[config.mk]
export PLATFORM = sky130hd
export DESIGN_NAME = arb2_stream_flat
export DESIGN_NICKNAME = d
export VERILOG_FILES = /design/src/rtl/arb2_stream_if.sv /design/src/rtl/arb2_stream.sv /design/src/flat_wrapper.sv
export SDC_FILE = /design/constraint.sdc
export NUM_CORES = 1
export LEC_CHECK = 0
export BUFFER_PORTS_ARGS = -buffer_cell sky130_fd_sc_hd__buf_2
export CAP_MARGIN = 20
export CORE_MARGIN = 8
export CORE_UTILIZATION = 34
export DETAILED_ROUTE_END_ITERATION = 6
export PLACE_DENSITY_LB_ADDON = 0.1
export SYNTH_ARGS = -nofsm -noshare
export SYNTH_HDL_FRONTEND = slang
export SYNTH_SLANG_ARGS = --single-unit
[constraint.sdc]
create_clock -name clk -period 1 [get_ports clk]
set_input_delay 0.05 -clock clk [delete_from_list [all_inputs] [get_ports clk]]
set_output_delay 0.05 -clock clk [all_outputs]
set_load 0.1 [all_outputs]
[src/rtl/arb2_stream_if.sv]
// arb2_stream_if -- handshake/bus bundle for the two-source stream arbiter.
//   Sources a/b : *_valid, *_data toward the arbiter, *_ready back.
//   Select      : s (1 = a, 0 = b), current arbitration result.
//   Output      : f_valid, f_data toward the consumer, f_ready back.
// Modports: slave = arbiter side, master = environment (sources + consumer).
interface arb2_stream_if #(
  parameter int WIDTH = 8
);
  logic             a_valid;
  logic [WIDTH-1:0] a_data;
  logic             a_ready;
  logic             b_valid;
  logic [WIDTH-1:0] b_data;
  logic             b_ready;
  logic             s;
  logic             f_valid;
  logic [WIDTH-1:0] f_data;
  logic             f_ready;

  modport slave (
    input  a_valid, a_data, b_valid, b_data, f_ready,
    output a_ready, b_ready, s, f_valid, f_data
  );

  modport master (
    output a_valid, a_data, b_valid, b_data, f_ready,
    input  a_ready, b_ready, s, f_valid, f_data
  );
endinterface

[src/rtl/arb2_stream.sv]
// arb2_stream -- round-robin arbiter in front of a 2:1 mux, with a one-entry
// output register. One word per clock; f_data/f_valid come straight from
// flops, so there is no combinational path from f_ready to f_data.
//   clk : rising-edge clock
//   rst : synchronous, active-high reset
//   io  : arb2_stream_if.slave (a/b streams, mux select s, output stream f)
// Build option: define ARB2_FIXED_PRIO_EN for fixed priority (a always beats
// b, no priority register). Default is round-robin.
module arb2_stream #(
  parameter int WIDTH = 8
) (
  input  logic         clk,
  input  logic         rst,
  arb2_stream_if.slave io
);
  typedef enum logic {EMPTY = 1'b0, FULL = 1'b1} occ_e;

  occ_e             state_q, state_d;
  logic [WIDTH-1:0] data_q, data_d;
  logic             can_load, grant_a, grant_b, sel, load;

  assign can_load = (state_q == EMPTY) | io.f_ready;

`ifdef ARB2_FIXED_PRIO_EN
  assign grant_a = io.a_valid;
  assign grant_b = io.b_valid & ~grant_a;
  // Idle select parks on a.
  assign sel     = grant_a | (~io.a_valid & ~io.b_valid);
`else
  logic pri_q, pri_d;  // 1 = a has priority

  assign grant_a = io.a_valid & (~io.b_valid | pri_q);
  assign grant_b = io.b_valid & ~grant_a;
  // Idle select follows the pointer so s shows who would win next.
  assign sel     = grant_a | (~io.a_valid & ~io.b_valid & pri_q);

  // Winner drops to low priority; pointer moves only on a load.
  assign pri_d = load ? ~sel : pri_q;

  always_ff @(posedge clk) begin
    if (rst) pri_q <= 1'b1;
    else     pri_q <= pri_d;
  end
`endif

  // Readies are gated by rst so nothing is accepted during a reset cycle.
  assign load       = ~rst & can_load & (grant_a | grant_b);
  assign io.a_ready = ~rst & can_load & grant_a;
  assign io.b_ready = ~rst & can_load & grant_b;
  assign io.s       = sel;
  assign io.f_valid = (state_q == FULL);
  assign io.f_data  = data_q;

  // Occupancy FSM: load wins over drain, so drain+load keeps FULL with no bubble.
  always_comb begin
    state_d = state_q;
    data_d  = data_q;
    if (load) begin
      state_d = FULL;
      data_d  = sel ? io.a_data : io.b_data;
    end else if ((state_q == FULL) && io.f_ready) begin
      state_d = EMPTY;
    end
  end

  always_ff @(posedge clk) begin
    if (rst) begin
      state_q <= EMPTY;
      data_q  <= '0;
    end else begin
      state_q <= state_d;
      data_q  <= data_d;
    end
  end
endmodule

[src/flat_wrapper.sv]
// flat-port wrapper written by rule: the top's interface ports become plain ports
module arb2_stream_flat 
#(
  parameter int WIDTH = 8
)
  (clk, rst, io_a_valid, io_a_data, io_b_valid, io_b_data, io_f_ready, io_a_ready, io_b_ready, io_s, io_f_valid, io_f_data);
  arb2_stream_if #(.WIDTH(WIDTH)) io_i ();
  input  logic clk;
  input  logic rst;
  input wire logic [$bits(io_i.a_valid)-1:0] io_a_valid;
  input wire logic [$bits(io_i.a_data)-1:0] io_a_data;
  input wire logic [$bits(io_i.b_valid)-1:0] io_b_valid;
  input wire logic [$bits(io_i.b_data)-1:0] io_b_data;
  input wire logic [$bits(io_i.f_ready)-1:0] io_f_ready;
  output wire logic [$bits(io_i.a_ready)-1:0] io_a_ready;
  output wire logic [$bits(io_i.b_ready)-1:0] io_b_ready;
  output wire logic [$bits(io_i.s)-1:0] io_s;
  output wire logic [$bits(io_i.f_valid)-1:0] io_f_valid;
  output wire logic [$bits(io_i.f_data)-1:0] io_f_data;
  assign io_i.a_valid = io_a_valid;
  assign io_i.a_data = io_a_data;
  assign io_i.b_valid = io_b_valid;
  assign io_i.b_data = io_b_data;
  assign io_i.f_ready = io_f_ready;
  assign io_a_ready = io_i.a_ready;
  assign io_b_ready = io_i.b_ready;
  assign io_s = io_i.s;
  assign io_f_valid = io_i.f_valid;
  assign io_f_data = io_i.f_data;
  arb2_stream #(.WIDTH(WIDTH)) u_core (.clk(clk), .rst(rst), .io(io_i));
endmodule
==> parameters.txt <==
Parameter                              Value

Place
  Setup WS pre-CTS    -0.138 ns
  Placed Cells incl. Taps    102
  Global placer's final weighted congestion    0.660
  Port Buffer Count    32
  Cell area after placement    882 um2
  Post-detail-place hpwl    1160 um

Critical path
  Data arrival time of the worst path    1.19 ns
  Cell type group with the largest total delay on the critical path    flip-flops
  Crit path from    u_core.pri_q
  Worst R2R End    u_core.io.f_data[2]
  Maximum cell stage delay along the critical path    0.32 ns
  Count of cell instances traversed by the critical path    3
  Flop-to-flop setup slack    -0.16 ns
  CP required    0.95 ns
  Reg-to-reg startpoint    u_core.pri_q
  Worst path bufs/invs    2
  Worst setup EP type    output port
  Number of cells on the worst reg-to-reg path    4
  Class of the most critical setup path    reg2out
  Critical Path Slowest Stage Cell    sky130_fd_sc_hd__dfxtp_2
  Startpoint type of the worst setup path    register
  End of the critical path    io_s
  Chain of cells forming the critical path    maj3_2 > buf_6 > buf_12
  Maximum fanout along the worst path    2

Detailed routing
  Met3 routed WL    99 um
  Initial detailed-routing violation count    4
  Met1 Routed Length    596 um
  Highest routed layer    met3
  Wire length per cell after detailed routing    13.9 um
  Routed met2 length    844 um
  Final Routed Wirelength    1540 um
  Via-to-Cell Ratio    5.08
  Drt drc    0
  Drt pass-1 iters    4
  DR vias    564
  Routed Antenna Nets    0

CTS
  Number of buffers inserted during clock tree synthesis    3
  Clk Tree Root Cell    sky130_fd_sc_hd__clkbuf_4
  Clock insertion delay at the later pin of the skew report    0.27 ns
  Clock transition at the registers of the reported paths    0.07 ns
  Clk sinks    10
  CTS tree    done
  Number of H-tree levels    1
  Largest buffer count on any clock path    2

STA
  Minimum hold slack    0.0364 ns
  Setup TNS    -1.68 ns
  Worst-margin pin slew    0.255 ns
  Final Cycle Share    1.24
  Pins over their slew limit    0
  Tmin final    1.24 ns
  Headroom to the max-slew limit    0.830
  Achievable clock frequency    0.808 GHz
  RSZ-0062 raised after global routing    yes
  Setup Viol. Count Final    11
  Fin worst setup slack    -0.237 ns
  Setup Skew    0.00612 ns
  Number of hold violations in the final report    0

Yosys
  Flip-flop and latch count after synthesis    10
  Average cell area after synthesis    9.20 um2
  Post-synth cell types    20
  Part of the Yosys area used for sequential elements    0.427
  Mapped cell area    469 um2
  Post-synthesis net count    72
  Synthesis warning total    0
  Post-Synthesis Cells    51

Die
  Effective utilization at floorplan    0.361
  Placeable core region    0.00130 mm2
  Die area    0.00282 mm2
  Std cell rows    13
  Number of primary I/O pins    33
  Die span in y    53.2 um
  Die outline width    53.2 um

GRT
  Pin count of the biggest net entering global routing    11
  Antenna violations before repair    0
  Combined global-route utilization of all metal layers    0.112
  Vias in the first global route    598
  Total congestion overflow after global routing    0
  Global-route wire length before repair    2360 um

Finish
  Growth of design area from synthesis to finish    110%
  Post-layout net count    118
  Post-route core utilization    0.757
  N_diodes    0
  Area of all placed cells without fillers    985 um2
  Number of cells in the finished layout apart from fillers    111
  Share of post-route cells with drive strength above 1    0.615

Power
  Share of power burned in combinational logic    0.470
  Sequential Power Share    0.302
  PD cells    1630 mW/mm2
  Switching portion of total power    0.402
  Part of the total power dissipated in the clock network    0.228
  Peak ir drop on the vdd network    1180 uV
  Cell internal pwr    960 uW
  LEAKAGE    0.471 nW
  Switching power of the nets    644 uW
  Total design power    1.60 mW

Status
  Violated checks    negative setup slack
  Result of the run    finished, violations left

Flow run
  Number of max-cap violations    0

Min path
  Worst min-delay path category    in2reg
## worst register-to-register path: stages, from the launching register on
cell,delay (ns)
sky130_fd_sc_hd__dfxtp_2,0.32
sky130_fd_sc_hd__maj3_2,0.32
sky130_fd_sc_hd__buf_6,0.16
sky130_fd_sc_hd__mux2i_1,0.17
sky130_fd_sc_hd__o21ai_1,0.08
## layout make-up
| cell class | instances | area, um2 |
|---|---|---|
| Fill cell | 103 | 317 |
| Inverter | 2 | 7.51 |
| Sequential cell | 10 | 205 |
| Tap cell | 15 | 18.8 |
| Clock buffer | 4 | 36.3 |
| Timing Repair Buffer | 44 | 438 |
| Multi-Input combinational cell | 36 | 279 |
## per-layer routing
metal,up-vias,track usage
met5,-,0
met4,0,0.0630
met3,0,0.0392
met2,20,0.199
met1,270,0.110
li1,274,-
## worst min-delay path by stage
stage / to / from / cells after the start
2_1_floorplan: u_core.io.f_valid / rst / 1
3_3_place_gp: u_core.io.f_valid / rst / 2
3_5_place_dp: u_core.io.f_valid / rst / 2
4_1_cts: u_core.io.f_data[5] / io_b_data[5] / 3
5_1_grt: u_core.io.f_data[5] / io_b_data[5] / 3
6_report: u_core.io.f_data[5] / io_b_data[5] / 3
## power groups by stage
stage          registers, mW  clock network [mW]  logic (mW)
6_report               0.484               0.366       0.755
5_1_grt                0.487               0.403       0.781
4_1_cts                0.482               0.382       0.749
3_5_place_dp           0.492                   0       0.722
3_3_place_gp           0.490                   0       0.714
2_1_floorplan          0.741                   0       0.180
## logic make-up (layout without fill, tap and decap cells)
kind of cell / after synthesis / in the layout / share of synthesized area
and+or+nand+nor: 14 / 14 / 0.157
AOI/OAI and AO/OA: 13 / 13 / 0.155
DFF: 10 / 10 / 0.427
muxes: 8 / 8 / 0.171
buffers and inverters: 5 / 50 / 0.0666
adders and majority gates: 1 / 1 / 0.0240
## synth_stat cells
cell	instances	area share
sky130_fd_sc_hd__buf_2	1	0.011
sky130_fd_sc_hd__mux2i_1	8	0.17
sky130_fd_sc_hd__dfxtp_1	10	0.43
sky130_fd_sc_hd__nor2b_1	1	0.013
sky130_fd_sc_hd__nand3_1	8	0.085
sky130_fd_sc_hd__nor2_1	1	0.0080
sky130_fd_sc_hd__a21oi_1	2	0.021
sky130_fd_sc_hd__inv_2	1	0.0080
sky130_fd_sc_hd__buf_6	1	0.024
sky130_fd_sc_hd__nand2b_1	1	0.013
sky130_fd_sc_hd__o21ai_0	1	0.011
sky130_fd_sc_hd__and2_1	1	0.013
sky130_fd_sc_hd__o211ai_1	1	0.016
sky130_fd_sc_hd__nand2_1	1	0.0080
sky130_fd_sc_hd__inv_1	1	0.0080
sky130_fd_sc_hd__maj3_2	1	0.024
sky130_fd_sc_hd__and3_2	1	0.016
sky130_fd_sc_hd__o21ai_1	8	0.085
sky130_fd_sc_hd__buf_4	1	0.016
sky130_fd_sc_hd__o211a_1	1	0.021
## repair_timing
| item | 4_1_cts | 5_1_grt |
|---|---|---|
| pin swaps | 3 | 0 |
| hold buffers | 1 | 0 |
| gates cloned | 0 | 1 |
| resized for setup | 4 | 4 |
| buffers inserted | 3 | 0 |
| setup endpoints to repair | 11 | 11 |
| hold endpoints to repair | 1 | 0 |
## registers in the layout (all words and copies together), names as in the netlist
signal	cells
u_core.io.f_valid	1
u_core.pri_q	1
u_core.io.f_data	8
## cell usage in the layout, fill, tap and decap left out, types with 2 or more instances in the layout
cell type / count
sky130_fd_sc_hd__nand3_2: 4
sky130_fd_sc_hd__buf_12: 12
sky130_fd_sc_hd__clkbuf_4: 3
sky130_fd_sc_hd__nand3_1: 4
sky130_fd_sc_hd__buf_2: 21
sky130_fd_sc_hd__buf_6: 2
sky130_fd_sc_hd__o21ai_1: 8
sky130_fd_sc_hd__mux2i_1: 8
sky130_fd_sc_hd__a21oi_1: 2
sky130_fd_sc_hd__dfxtp_1: 8
sky130_fd_sc_hd__buf_4: 8
Power figures use the tool's default switching activity.
